<file path="src/rtl/qupls_decode_stage.sv">
`default_nettype none
// ============================================================================
//  Module   : qupls_decode_stage
//  Purpose  : Multi-lane decode stage between fetch/align and rename. It
//             decodes each lane, squashes postfix and post-sync lanes, and
//             queues each group in a 2-entry skid buffer.
//  Revision : 1.0  initial release
// ============================================================================
module qupls_decode_stage #(
    parameter int LANES = 4,
    parameter int INS_W = 48,
    parameter int PC_W  = 32,
    parameter int DB_W  = 256
) (
    input  logic                    clk,
    input  logic                    rst,
    input  logic                    flush,
    input  logic                    in_valid,
    output logic                    in_ready,
    input  logic [LANES*INS_W-1:0]  in_ins,
    input  logic [LANES*PC_W-1:0]   in_pc,
    input  logic [LANES-1:0]        in_lane_v,
    input  logic [LANES*4-1:0]      in_regx,
    output logic                    out_valid,
    input  logic                    out_ready,
    output logic [LANES-1:0]        out_lane_v,
    output logic [LANES*DB_W-1:0]   out_db,
    output logic [LANES*PC_W-1:0]   out_pc,
    output logic                    resteer_v,
    output logic [PC_W-1:0]         resteer_pc,
    input  logic                    sync_done
);

    localparam logic [6:0] c_OP_LOAD  = 7'h10;
    localparam logic [6:0] c_OP_STORE = 7'h11;
    localparam logic [6:0] c_OP_FENCE = 7'h12;
    localparam logic [6:0] c_OP_PFX   = 7'h13;

    // Decode bus record: [0] pfx, [1] fence, [2] load, [3] store, [4] mem,
    // [11:5] opcode, [15:12] regx, [16 +: INS_W] raw instruction, rest zero.
    function automatic logic [DB_W-1:0] decode_core(input logic [INS_W-1:0] ins,
                                                    input logic [3:0]       regx);
        logic [DB_W-1:0] db;
        logic [6:0]      op;
        db        = '0;
        op        = ins[6:0];
        db[0]     = (op == c_OP_PFX);
        db[1]     = (op == c_OP_FENCE);
        db[2]     = (op == c_OP_LOAD);
        db[3]     = (op == c_OP_STORE);
        db[4]     = (op == c_OP_LOAD) | (op == c_OP_STORE);
        db[11:5]  = op;
        db[15:12] = regx;
        db[16 +: INS_W] = ins;
        return db;
    endfunction

    typedef enum logic [0:0] {
        S_RUN       = 1'b0,
        S_SYNC_WAIT = 1'b1
    } state_t;

    state_t                  r_state;
    state_t                  w_state_next;
    logic [1:0]              r_count;
    logic [LANES-1:0]        r_lv0, r_lv1;
    logic [LANES*DB_W-1:0]   r_db0, r_db1;
    logic [LANES*PC_W-1:0]   r_pc0, r_pc1;
    logic                    r_resteer_v;
    logic [PC_W-1:0]         r_resteer_pc;

    logic [LANES*DB_W-1:0]   w_db;
    logic [LANES-1:0]        w_sync;
    logic [LANES-1:0]        w_after;
    logic [LANES-1:0]        w_lane_v;
    logic                    w_has_sync;
    logic                    w_resteer;
    logic [PC_W-1:0]         w_rpc;
    logic                    w_push;
    logic                    w_pop;

    always_comb begin
        logic seen;
        w_db     = '0;
        w_sync   = '0;
        w_after  = '0;
        w_lane_v = '0;
        seen     = 1'b0;
        for (int i = 0; i < LANES; i++) begin
            w_db[i*DB_W +: DB_W] = decode_core(in_ins[i*INS_W +: INS_W], in_regx[i*4 +: 4]);
            w_sync[i]  = w_db[i*DB_W + 1] & (in_ins[i*INS_W + 8 +: 8] == 8'hFF);
            w_after[i] = seen;
            w_lane_v[i] = in_lane_v[i] & ~w_db[i*DB_W] & ~seen;
            if (in_lane_v[i] & w_sync[i])
                seen = 1'b1;
        end
        w_has_sync = seen;
        w_resteer  = |(in_lane_v & w_after);
    end

    // Descending scan so the lowest lane behind the fence (lane s+1) wins.
    always_comb begin
        w_rpc = '0;
        for (int i = LANES - 1; i >= 0; i--) begin
            if (w_after[i])
                w_rpc = in_pc[i*PC_W +: PC_W];
        end
    end

    assign in_ready   = (r_state == S_RUN) && (r_count != 2'd2);
    assign out_valid  = (r_count != 2'd0);
    assign out_lane_v = r_lv0;
    assign out_db     = r_db0;
    assign out_pc     = r_pc0;
    assign resteer_v  = r_resteer_v;
    assign resteer_pc = r_resteer_pc;

    assign w_push = in_valid & in_ready & ~flush;
    assign w_pop  = out_valid & out_ready;

    always_comb begin
        w_state_next = r_state;
        case (r_state)
            S_RUN:       if (w_push && w_has_sync) w_state_next = S_SYNC_WAIT;
            S_SYNC_WAIT: if (sync_done)            w_state_next = S_RUN;
            default:     w_state_next = S_RUN;
        endcase
    end

    always_ff @(posedge clk) begin
        if (rst || flush)
            r_state <= S_RUN;
        else
            r_state <= w_state_next;
    end

    always_ff @(posedge clk) begin
        if (rst) begin
            r_count      <= 2'd0;
            r_lv0        <= '0;
            r_lv1        <= '0;
            r_db0        <= '0;
            r_db1        <= '0;
            r_pc0        <= '0;
            r_pc1        <= '0;
            r_resteer_v  <= 1'b0;
            r_resteer_pc <= '0;
        end else if (flush) begin
            r_count     <= 2'd0;
            r_resteer_v <= 1'b0;
        end else begin
            r_resteer_v <= w_push & w_resteer;
            if (w_push && w_resteer)
                r_resteer_pc <= w_rpc;
            // Head is r_*0; a pop shifts entry 1 forward, a push fills the first free slot.
            if (w_push && (w_pop || r_count == 2'd0)) begin
                r_lv0 <= w_lane_v;
                r_db0 <= w_db;
                r_pc0 <= in_pc;
            end else if (w_push) begin
                r_lv1 <= w_lane_v;
                r_db1 <= w_db;
                r_pc1 <= in_pc;
            end else if (w_pop) begin
                r_lv0 <= r_lv1;
                r_db0 <= r_db1;
                r_pc0 <= r_pc1;
            end
            if (w_push && !w_pop)
                r_count <= r_count + 2'd1;
            else if (!w_push && w_pop)
                r_count <= r_count - 2'd1;
        end
    end

endmodule
`default_nettype wire

</file>
<file path="config.mk">
export PLATFORM = sky130hd
export DESIGN_NAME = qupls_decode_stage
export DESIGN_NICKNAME = d
export VERILOG_FILES = /design/src/rtl/qupls_decode_stage.sv
export SDC_FILE = /design/constraint.sdc
export NUM_CORES = 2
export LEC_CHECK = 0
export CAP_MARGIN = 20
export CORE_AREA = 2 2 591 593
export DETAILED_ROUTE_END_ITERATION = 6
export DIE_AREA = 0 0 593 595
export SLEW_MARGIN = 15
export SYNTH_ARGS = -nofsm -noshare
export SYNTH_HDL_FRONTEND = slang
export SYNTH_SLANG_ARGS = --single-unit
export TNS_END_PERCENT = 30
</file>
<file path="constraint.sdc">
create_clock -name clk -period 2.6 [get_ports clk]
set_input_delay 0.65 -clock clk [delete_from_list [all_inputs] [get_ports clk]]
set_output_delay 0.65 -clock clk [all_outputs]
set_load 0.01 [all_outputs]
</file>
# Word-level counts from Yosys, hierarchy flattened
# Index checks and enable logic that the tools add are counted.
[totals]
mem_bits_ro = 0
reg_bits = 1580
inputBits = 346
mem_count = 0
elab_cells = 108
latch_bits = 0
mem_bits_rw = 0
[op_classes]
n_lt_le_gt_ge = 0
shift = 0
muxes = 21
reduce_logical = 19
n_bitwise = 34
div_mod_pow = 0
mul = 0
addsub = 2
n_eq_ne = 22
[op_table]
columns = ["operator", "count"]
rows = [
  ["1024-bit 2-to-1 mux", 3],
  ["128-bit 2-to-1 mux", 3],
  ["7-bit by 5-bit equality test with 1-bit output, second input constant", 16],
  ["32-bit 2-to-1 mux", 3],
  ["8-bit equality test, second input constant", 4],
  ["1-bit bitwise AND", 19],
  ["4-bit 2-to-1 mux", 3],
  ["1-bit NOT", 10],
  ["1-bit logical AND", 6],
  ["1-bit 2-to-1 mux", 6],
  ["3-bit AND reduction", 2],
  ["2-bit nonzero test", 3],
  ["4-bit bitwise AND", 1],
  ["2-bit 2-to-1 mux", 2],
  ["1-bit OR", 4],
  ["4-bit OR reduction", 1],
  ["2-bit by 1-bit adder with 2-bit output, second input constant", 1],
  ["1-bit zero test", 2],
  ["2-bit zero test", 1],
  ["1-bit logical OR", 2],
  ["2-bit by 1-bit != test with 1-bit output, second input constant", 1],
  ["2-bit != test, second input constant", 1],
  ["1-bit one-hot mux with 2 select lines", 1],
  ["2-bit AND reduction", 1],
  ["other kinds (2)", 2],
]

# Longest topological paths before layout
[logic_depth]
depth_word = 10
ltp_mapped = 8

# Worst setup path after synthesis
# OpenSTA, ideal clock, no wires.
[synth_path]
path_kind = "input to register"
start = "input in_ins[98]"
end = "register r_resteer_pc[10], in the netlist resteer_pc[10]"
t_required_ps = 2504
cell_stages = 8
arrival_ps = 2280
slack_ps = 225
cell_sequence = "nor3b_1 and4b_1 and3_2 nor2b_1 buf_2 clkbuf_1 a221oi_1 o41ai_2"
[synth_via]
elab_chain_len = 8
[synth_rtl]
columns = ["item", "line", "text"]
rows = [
  ["start: declaration", "20", "input logic [LANES*INS_W-1:0] in_ins,"],
  ["7-bit by 5-bit equality test with 1-bit output *", "48", "db[1] = (op == c_OP_FENCE);"],
  ["1-bit bitwise AND *", "91", "w_sync[i] = w_db[i*DB_W + 1] & (in_ins[i*INS_W + 8 +: 8] == 8'hFF);"],
  ["1-bit bitwise AND *", "94", "if (in_lane_v[i] & w_sync[i])"],
  ["1-bit 2-to-1 mux *", "94", ""],
  ["4-bit bitwise AND", "98", "w_resteer = |(in_lane_v & w_after);"],
  ["4-bit OR reduction", "98", ""],
  ["1-bit logical AND", "153", "if (w_push && w_resteer)"],
  ["2-bit AND reduction (no source line)", "-", ""],
  ["end signal: assignment", "154", "r_resteer_pc <= w_rpc;"],
  ["end: declaration", "70", "logic [PC_W-1:0] r_resteer_pc;"],
]
# Every way passes the cells marked *; elsewhere a longest branch is shown, timed or not.
# A chain may end at the register's enable or synchronous reset.

# Worst setup path after layout
[layout_path]
start = "register r_pc0[123], in the netlist out_pc[123]"
end = "output out_pc[123]"
[layout_lines]
columns = ["item", "line", "text"]
rows = [
  ["start: declaration", "68", "logic [LANES*PC_W-1:0] r_pc0, r_pc1;"],
  ["start signal: assignment", "159", "r_pc0 <= in_pc;"],
  ["start signal: assignment", "167", "r_pc0 <= r_pc1;"],
  ["end: declaration", "28", "output logic [LANES*PC_W-1:0] out_pc,"],
]
# No word-level cell between the ends.

==> metrics.md <==
| Metric | Value |
|---|---|
| CP Capture Type | `output pin` |
| Clk slew on worst S/H paths | `60 ps` |
| Post-Synth XOR/XNOR Area | `0.0730%` |
| Critical path type | `flop to output pin` |
| Max-slew violations | `0` |
| Port bufs | `768` |
| CTS tree | `done` |
| Startpoint Class | `flop` |
| Reg-to-Reg Start | `r_count[0]$_SDFFE_PP0P_` |
| Lkg Pwr | `0.0186 uW` |
| Critical Path RT | `1950 ps` |
| DRC | `0` |
| Synthesized area per cell | `7.74 um^2` |
| Routability cong. | `0.871` |
| Die Height | `595 um` |
| Compound-cell area share of the yosys netlist | `16.3%` |
| Slew @ Worst Pin | `680 ps` |
| Crit-path slowest cell | `clkdlybuf4s50_1` |
| Fin nets | `5773` |
| Pwr Total | `31300 uW` |
| Routed vias | `33.0k` |
| Initial DRC count | `2540` |
| Buf/Inv on CP | `1` |
| Synth Instances | `4645` |
| Largest family of logic cells by synthesized area | `simple AND/OR/NAND/NOR gates` |
| Post-Place Cells | `9919` |
| Clk_lat worst skew | `880 ps` |
| Synth warn | `0` |
| Vias in the first global route | `29.1k` |
| Drt pass-1 iters | `6` |
| Row cnt | `217` |
| Number of I/O pins | `1537` |
| Worst hold path type | `input pin to flop` |
| HPWL after DPL | `158000 um` |
| Area Growth Syn to Fin | `42.6%` |
| Asr flop ratio synth | `0%` |
| Clk_skew | `97.7 ps` |
| Worst reg2reg path endpoint | `resteer_pc[15]$_SDFFE_PP0P_` |
| Initial antenna violation count | `76` |
| Finished Layout Cells | `10.1k` |
| Crit-path max FO | `2` |
| Effective utilization at floorplan | `10.4%` |
| Area of the core | `347000 um^2` |
| Fmax | `393 MHz` |
| Worst EP arrival | `1900 ps` |
| Post-Synth Adder-Cell Area | `0.0348%` |
| Mapped Area | `36000 um^2` |
| Cells on worst reg2reg path | `9` |
| Mux contribution to synthesized area | `0%` |
| Synth cell types | `47` |
| Final setup vio count | `0` |
| Min-Delay Endpoint | `r_db1[19]$_SDFFE_PP0P_` |
| CP startpoint | `out_pc[123]$_SDFFE_PP0P_` |
| Clock root buffer | `clkbuf_16` |
| Chip width | `593 um` |
| Remaining global-route overflow | `0` |
| Hold WS | `199 ps` |
| Post-Synth Simple-Gate Area | `21.0%` |
| Filler cells | `39.4k` |
| Ys flop type | `dfxtp_1` |
| Share of layout cells above drive strength 1 | `10.1%` |
| Pwr dens | `610 nW/um^2` |
| DR WL/cell | `19.3 um` |
| Slowest Stage Delay on Critical Path | `770 ps` |
| Post-Route WL | `196000 um` |
| Run status | `finished, final reports clean` |
| Pin count of the biggest net entering global routing | `70` |
| TritonCTS Buffers | `99` |
| Min-delay src | `in_ins[3]` |
| First-pass GRT wire length | `256000 um` |
| Post-DRT Antenna Nets | `0` |
| Period minus WS final | `2550 ps` |
| Hold Violations, Final | `0` |
| H-tree depth | `3` |
| Max transition margin | `54.8%` |
| Clock sink count | `756` |
| FF+latch count, synth | `756` |
| Crit path cell chain | `clkdlybuf4s50_1` |
| Hold path depth | `3` |
| Mean number of vias per cell | `3.25` |
| CTS max path bufs | `4` |
| R2R Setup Slk | `560 ps` |
| EDFF count, synth | `0` |
| Fin util | `14.8%` |
| Worst VDD drop | `0.000535 V` |
| Final Cycle Share | `97.9%` |
| Max cap viols | `0` |
| Seq/Total Area, Yosys | `42.1%` |
| Cell family with most CP delay | `buffers and inverters` |
| Die ar. | `353000 um^2` |
| Total track usage | `10.6%` |
-- layer usage --
layer,track usage (%),up-vias,wire length [um]
met3,5.70,310,26500
met4,3.90,24,7650
met1,11.2,15400,69500
met5,0,-,161
li1,-,15600,-
met2,17.5,1657,91700
-- registers in the layout, indices dropped and copies added, names as in the netlist --
signal,count
out_db,228
out_lane_v,4
out_pc,128
r_count,2
r_db1,228
r_lv1,4
r_pc1,128
r_state,1
resteer_pc,32
resteer_v,1
-- cells by family (layout without fill, tap and decap cells) --
group,Yosys count,count (layout)
and+or+nand+nor,1932,1932
buffers and inverters,1152,1240
AOI/OAI and AO/OA,800,800
DFF,756,756
xor gates and xnor gates,3,3
adders and majority gates,1,1
other,1,801
-- cell usage after synthesis, drive strengths merged (2+ instances only) --
master	instances	area, um^2
nor4	3	18.8
buf	809	6070
a311oi	357	3130
nand3	6	30.0
a221oi	32	280
nand4	8	50.1
clkbuf	340	1280
o41ai	33	514
nand2	1441	5410
a211oi	5	50.1
xor2	2	17.5
nand2b	3	18.8
nand4b	32	280
and4b	2	20.0
nor3b	3	32.5
and3	9	57.6
dfxtp	756	15100
inv	3	11.3
a21oi	366	1830
or2	3	18.8
nor2	404	1520
nor2b	3	18.8
and2	4	25.0
nor3	8	40.0
-- report_power, final --
part	total, uW	internal (uW)	leakage (uW)	switching [uW]
clock	14000	8010	0.00157	6030
sequential	12400	12100	0.00617	343
combinational	4830	1840	0.0108	2990
-- how the worst max path moves through the flow --
stage / to / slack, ps / cells past startpoint
final: out_pc[123] / 50 / 1
after global routing: resteer_pc[15]$_SDFFE_PP0P_ / -6 / 12
after CTS: out_db[518] / 0.3 / 1
after detailed placement: resteer_pc[25]$_SDFFE_PP0P_ / -1140 / 10
after global placement: resteer_pc[29]$_SDFFE_PP0P_ / -1130 / 10
after floorplan: resteer_pc[10]$_SDFFE_PP0P_ / 220 / 8
-- layout make-up --
type	count	area, um^2	share of cell area, %
antenna	33	82.6	0.161
tap	4599	5750	11.2
sequential	756	15200	29.6
inverter	3	11.3	0.0219
clock buffer	131	2740	5.33
timing repair buffer	1062	10600	20.7
clock inverter	44	468	0.912
multi-input combinational	3504	16500	32.1
-- layout by cell type, fill, tap and decap left out, types with 99 or more instances in the layout --
master           synthesis  routed
nand2_1               1441    1440
clkbuf_16                0      99
clkdlybuf4s50_1          0     597
a21oi_1                366     366
dfxtp_1                756     735
nor2_1                 404     402
a311oi_1               357     357
dlygate4sd2_1            0     130
conb_1                   1     768
buf_4                  796     244
-- through the flow --
step	setup WS [ps]	setup TNS (ps)	instance area, um^2
4_1_cts	0.286	0	51200
3_5_place_dp	-1140	-207810	48000
6_report	53.7	0	51300
2_1_floorplan	225	0	38900
3_3_place_gp	-1130	-181990	48000
5_1_grt	-5.59	-27.2	51300
-- timing repair --
item / in CTS / in global routing
hold buffers: 0 / 0
buffers inserted: 1 / 5
setup endpoints to repair: 192 / 38
resized for setup: 171 / 18
pin swaps: 3 / 9
Power figures use the tool's default switching activity.
